### src/rtl/fp_mult_pkg.sv
// fp_mult_pkg: shared types for the binary32 multiplier core and exception_mult.
package fp_mult_pkg;

    typedef enum logic [2:0] {
        IEEE_near,
        IEEE_zero,
        IEEE_pinf,
        IEEE_ninf,
        near_up,
        away_zero
    } round_values;

    localparam int EXP_BIAS = 127;
    localparam int EXP_INF  = 255;

    // S1 -> S2: unpacked sign/exponent and the full 48-bit significand product
    typedef struct packed {
        logic [31:0]        a;
        logic [31:0]        b;
        logic               sign;
        logic signed [9:0]  exp;
        logic [47:0]        prod;
    } s1_t;

    // S2 -> S3: normalized 23-bit mantissa with guard and sticky
    typedef struct packed {
        logic [31:0]        a;
        logic [31:0]        b;
        logic               sign;
        logic signed [9:0]  exp;
        logic [22:0]        mant;
        logic               g;
        logic               s;
    } s2_t;

endpackage

### src/rtl/fp_round.sv
// fp_round: combinational rounding increment and mantissa add for one mode.
module fp_round
    import fp_mult_pkg::*;
#(
    parameter round_values mode = IEEE_near
) (
    input  logic        sign,
    input  logic [22:0] mant,
    input  logic        g,
    input  logic        s,
    output logic        inc,
    output logic [22:0] mant_rnd,
    output logic        carry
);

    // pick the increment from guard/sticky according to the rounding mode
    always_comb begin
        inc = 1'b0;
        case (mode)
            IEEE_near: inc = g & (s | mant[0]);
            IEEE_zero: inc = 1'b0;
            IEEE_pinf: inc = ~sign & (g | s);
            IEEE_ninf: inc = sign & (g | s);
            near_up:   inc = g;
            away_zero: inc = g | s;
            default:   inc = 1'b0;
        endcase
    end

    // carry out means the mantissa wrapped to zero and the exponent must bump
    assign {carry, mant_rnd} = {1'b0, mant} + {23'd0, inc};

endmodule

### src/rtl/fp_mult_core.sv
// fp_mult_core: 3-stage binary32 multiplier datapath (unpack/multiply,
// normalize, round) with valid/ready flow control. Special operands are not
// classified here; exception_mult consumes a_q/b_q/z_calc and the flags.
// Optional macro FP_MULT_CORE_PERF_EN adds saturating op/inexact counters.
module fp_mult_core
    import fp_mult_pkg::*;
#(
    parameter round_values round = IEEE_near
) (
    input  logic        clk,
    input  logic        rst,
    input  logic        in_valid,
    output logic        in_ready,
    input  logic [31:0] a,
    input  logic [31:0] b,
    output logic        out_valid,
    input  logic        out_ready,
    output logic [31:0] a_q,
    output logic [31:0] b_q,
    output logic [31:0] z_calc,
    output logic        overflow,
    output logic        underflow,
    output logic        inexact
`ifdef FP_MULT_CORE_PERF_EN
    ,
    output logic [31:0] op_cnt,
    output logic [31:0] inexact_cnt
`endif
);

    localparam int STAGES = 3;

    logic [STAGES:1]   vld_pipe;
    logic              advance;
    s1_t               s1_d, s1_q;
    s2_t               s2_d, s2_q;
    logic              inc, carry;
    logic [22:0]       mant_rnd;
    logic signed [9:0] exp_f;

    // whole pipeline moves together; an empty or draining output frees it
    assign advance   = ~out_valid | out_ready;
    assign in_ready  = advance;
    assign out_valid = vld_pipe[STAGES];

    // S1: sign, biased exponent sum and significand product (hidden bit forced)
    always_comb begin
        s1_d      = '0;
        s1_d.a    = a;
        s1_d.b    = b;
        s1_d.sign = a[31] ^ b[31];
        s1_d.exp  = 10'({2'b00, a[30:23]} + {2'b00, b[30:23]} - 10'(EXP_BIAS));
        s1_d.prod = 48'({1'b1, a[22:0]}) * 48'({1'b1, b[22:0]});
    end

    // S2: normalize the product to 1.m, splitting off guard and sticky
    always_comb begin
        s2_d      = '0;
        s2_d.a    = s1_q.a;
        s2_d.b    = s1_q.b;
        s2_d.sign = s1_q.sign;
        if (s1_q.prod[47]) begin
            s2_d.mant = s1_q.prod[46:24];
            s2_d.g    = s1_q.prod[23];
            s2_d.s    = |s1_q.prod[22:0];
            s2_d.exp  = s1_q.exp + 10'sd1;
        end else begin
            s2_d.mant = s1_q.prod[45:23];
            s2_d.g    = s1_q.prod[22];
            s2_d.s    = |s1_q.prod[21:0];
            s2_d.exp  = s1_q.exp;
        end
    end

    fp_round #(.mode(round)) u_round (
        .sign     (s2_q.sign),
        .mant     (s2_q.mant),
        .g        (s2_q.g),
        .s        (s2_q.s),
        .inc      (inc),
        .mant_rnd (mant_rnd),
        .carry    (carry)
    );

    assign exp_f = s2_q.exp + $signed({9'd0, carry});

    // stage registers and valid shift register, all gated by advance
    always_ff @(posedge clk) begin
        if (rst) begin
            vld_pipe  <= '0;
            s1_q      <= '0;
            s2_q      <= '0;
            a_q       <= '0;
            b_q       <= '0;
            z_calc    <= '0;
            overflow  <= 1'b0;
            underflow <= 1'b0;
            inexact   <= 1'b0;
        end else if (advance) begin
            vld_pipe  <= {vld_pipe[STAGES-1:1], in_valid};
            s1_q      <= s1_d;
            s2_q      <= s2_d;
            a_q       <= s2_q.a;
            b_q       <= s2_q.b;
            z_calc    <= {s2_q.sign, exp_f[7:0], mant_rnd};
            overflow  <= exp_f >= $signed(10'(EXP_INF));
            underflow <= exp_f <= 10'sd0;
            inexact   <= s2_q.g | s2_q.s;
        end
    end

`ifdef FP_MULT_CORE_PERF_EN
    // saturating transfer counters
    always_ff @(posedge clk) begin
        if (rst) begin
            op_cnt      <= '0;
            inexact_cnt <= '0;
        end else if (out_valid & out_ready) begin
            if (op_cnt != '1)
                op_cnt <= op_cnt + 32'd1;
            if (inexact && inexact_cnt != '1)
                inexact_cnt <= inexact_cnt + 32'd1;
        end
    end
`endif

endmodule

### config.mk
export PLATFORM = sky130hd
export DESIGN_NAME = fp_mult_core
export DESIGN_NICKNAME = d
export VERILOG_FILES = /design/src/rtl/fp_mult_pkg.sv /design/src/rtl/fp_round.sv /design/src/rtl/fp_mult_core.sv
export SDC_FILE = /design/constraint.sdc
export NUM_CORES = 2
export LEC_CHECK = 0
export ABC_AREA = 1
export CAP_MARGIN = 10
export CORE_MARGIN = 5
export CORE_UTILIZATION = 40
export CTS_BUF_LIST = sky130_fd_sc_hd__clkbuf_8 sky130_fd_sc_hd__clkbuf_16
export DETAILED_ROUTE_END_ITERATION = 16
export PLACE_DENSITY_LB_ADDON = 0.1
export SLEW_MARGIN = 25
export SYNTH_ARGS = -nofsm -noshare
export SYNTH_HDL_FRONTEND = slang
export SYNTH_SLANG_ARGS = --single-unit
export TNS_END_PERCENT = 30
### constraint.sdc
create_clock -name clk -period 7.4 [get_ports clk]
set_input_delay 1.48 -clock clk [delete_from_list [all_inputs] [get_ports clk]]
set_output_delay 1.48 -clock clk [all_outputs]
set_load 0.05 [all_outputs]
==> metrics.md <==
| Metric | Value |
|---|---|
| Status | finished clean |
| Ys async rst share | 0% |
| Worst-path clk slew | about 0.06 ns |
| Synth area leader | fa_1 |
| Syn avg cell area | 7.40 um2 |
| Initial antenna violation count | 10 |
| Setup-failing EPs final | 0 |
| Min Clock Period, post-route | 7.15 ns |
| First-pass GRT wire length | around 150000 um |
| Die area | 88700 um2 |
| Top FF cell, synth | dfxtp_1 |
| Nets@finish | 5476 |
| Die H | between 200 and 300 um |
| Placed instance area | 38000 um2 |
| Max Cap Viol | 0 |
| Ys Warns | 0 |
| GRT overflow | 0 |
| Largest net degree at the start of global routing | 232 |
| DP Wirelength | around 77000 um |
| CTS root buf | clkbuf_16 |
| Area delta synth->final | 18.7% |
| Worst Skew | 0.0195 ns |
| Critical Path RT | 7.83 ns |
| Max Clk Rate | 0.140 GHz |
| Final worst setup slack | 0.249 ns |
| DRC viols | 0 |
| Port Buf Inserts | 168 |
| Fillers | 8301 |
| CP endpoint kind | register |
| Worst slew pin tran | 1.13 ns |
| Skew-Pair Late Insertion Delay | 0.55 ns |
| Layout cell share with drive strength beyond 1 | approximately 8.5% |
| Global Route Usage Sum | a little over a fifth |
| Syn Inst Count | 4475 |
| CTS tree | yes |
| # clock sinks | 325 |
| Routed WL per cell | 16.3 um |
| First-pass iteration count of the detailed router | 5 |
| CP Launch Type | input port |
| Synth top area cells | fa_1, dfxtp_1, inv_1 |
| Cell area after synthesis | 33100 um2 |
| Core ar. | 82100 um2 |
| Reg area | 6510 um2 |
| WS Path Type | in -> reg |
| Hold WC Path Type | reg -> reg |
| Max_slew headroom | 24.9% |
| # rows | 105 |
| Placer Congestion | 0.870 |
| Routed WL | 95100 um |
| Setup WS pre-CTS | -0.402 ns |
| Synth cell types | 43 |
| CP max FO | 10 |
| Final ANT Viol Nets | 0 |
| CP arrival | 7.58 ns |
| Post-synth top area share | 29.2% |
| CTS H-tree lvls | 2 |
| Net count after synthesis | 5218 |
| Multi-input gate area | 21800 um2 |
| Sequential cell area fraction in the yosys report | between 10% and 20% |
| Via count | 27261 |
| Final Cycle Share | 96.6% |
| Io pins | roughly 170 |
| Slew Limit Fails | 0 |
| Final Instance Area | ~39000 um2 |
| CTS Buffer Depth | 3 |
| Num CTS Buffers | 36 |
| Initial Utilization | 40.4% |
| Die W | roughly 300 um |
| Post-synth EDFFs | 0 |
| Drt initial violations | roughly 1500 |
| Post-synthesis register bit count | ~330 |
| Vias/cell | 4.68 |
| Vias in the first global route | 27945 |
| Final hold vios | 0 |
[worst max-delay path, stage by stage]
cell and delay (ns):
clkdlybuf4s50_1 0.44, buf_12 0.17, buf_4 0.16, buf_4 0.17
nand2_1 0.06, inv_1 0.05, fa_1 0.49, inv_1 0.05
fa_1 0.57, fa_1 0.44, fa_1 0.49, inv_1 0.05
fa_1 0.45, fa_1 0.51, inv_1 0.06, fa_1 0.47
inv_1 0.04, ha_2 0.37, nand2_1 0.12, nor2_2 0.17
inv_2 0.07, buf_4 0.14, nor3_1 0.16, nand2_1 0.10
nand3_1 0.07, nand2_1 0.06, nor2_2 0.14, nor2_1 0.04
[kinds of logic (layout without fill, tap and decap cells)]
logic type | after synthesis | in the layout | share of synthesized area (%)
adder cells (fa/ha/maj) | 675 | 675 | 36.4
flip-flops | 325 | 325 | 19.6
AND/OR/NAND/NOR | 1606 | 1606 | 19.4
buffers and inverters | 1335 | 1616 | 15.3
AO/OA/AOI/OAI | 478 | 478 | 7.79
XOR/XNOR | 56 | 56 | 1.48
other | 0 | 1 | 0
[cell type report]
class	instances	area share [%]
Multi-Input combinational cell	2815	55.4
Timing Repair Buffer	426	11.0
Inverter	1129	10.8
Tap cell	1070	3.40
Antenna cell	1	0.00636
Clock inverter	20	0.410
Clock buffer	41	2.49
Sequential cell	325	16.5
[through the flow]
step / instances / util (%) / hold slack [ns] / TNS [ns]
after floorplan: 4475 / - / 0.429 / 0
after global placement: 5765 / 46.2 / 0.446 / -9.45
after detailed placement: 5765 / 46.2 / 0.449 / -10.72
after CTS: 5826 / 47.6 / 0.458 / 0
after global routing: 5826 / 47.9 / 0.479 / -0.00174
final: 5827 / 47.9 / 0.459 / 0
[metal layers]
metal / vias to the layer above / routed length, um / GRT usage [%] / share of wire, %
met4: 6 / 2240 / 4.97 / 2.4
met3: 109 / 4330 / 2.63 / 4.6
li1: 13598 / - / - / -
met2: 516 / 45500 / 37.7 / 48
met5: - / 41 / 0 / 0.043
met1: 13032 / 43000 / 29.1 / 45
[final timing paths]
kind          startpoint  cells after the start  endpoint  slack, ns
max                a[11]                     28  s1_q[43]       0.25
min              s1_q[4]                      2   s1_q[4]       0.46
max reg2reg  vld_pipe[3]                      7   b_q[16]       4.11
min reg2reg      s1_q[4]                      2   s1_q[4]       0.46
[what timing repair did]
item | 4_1_cts | 5_1_grt
hold buffers | 0 | 0
resized for setup | 0 | 58
endpoints found under the setup margin | 0 | 29
setup buffers | 0 | 0
[cell usage in the layout (no fill, tap or decap), drive strengths merged, types with 16 or more instances in the layout]
master / count
a21oi: 90
a31oi: 26
buf: 258
clkbuf: 41
clkdlybuf4s50: 167
dfxtp: 325
fa: 483
ha: 192
inv: 1140
nand2: 991
nand3: 92
nand4: 19
nor2: 471
nor3: 17
o211ai: 17
o21ai: 304
o21bai: 36
xnor2: 16
xor2: 40
[Yosys cell counts (all sizes together) (4+ instances only)]
cell type / count
a21oi: 90
a31oi: 26
buf: 33
clkbuf: 173
dfxtp: 325
fa: 483
ha: 192
inv: 1128
nand2: 991
nand3: 92
nand3b: 4
nand4: 19
nor2: 471
nor3: 17
nor4: 4
o211ai: 17
o21ai: 304
o21bai: 36
or2: 6
xnor2: 16
xor2: 40
[state kept, by name (all words and copies together) (netlist names)]
register	flops
overflow	1
inexact	1
s2_q	100
s1_q	123
b_q	32
vld_pipe	3
underflow	1
z_calc	32
a_q	32
Power is left out: the tool's default activity adds up to more than one toggle a clock period on the data nets, which glitch-free logic cannot reach.
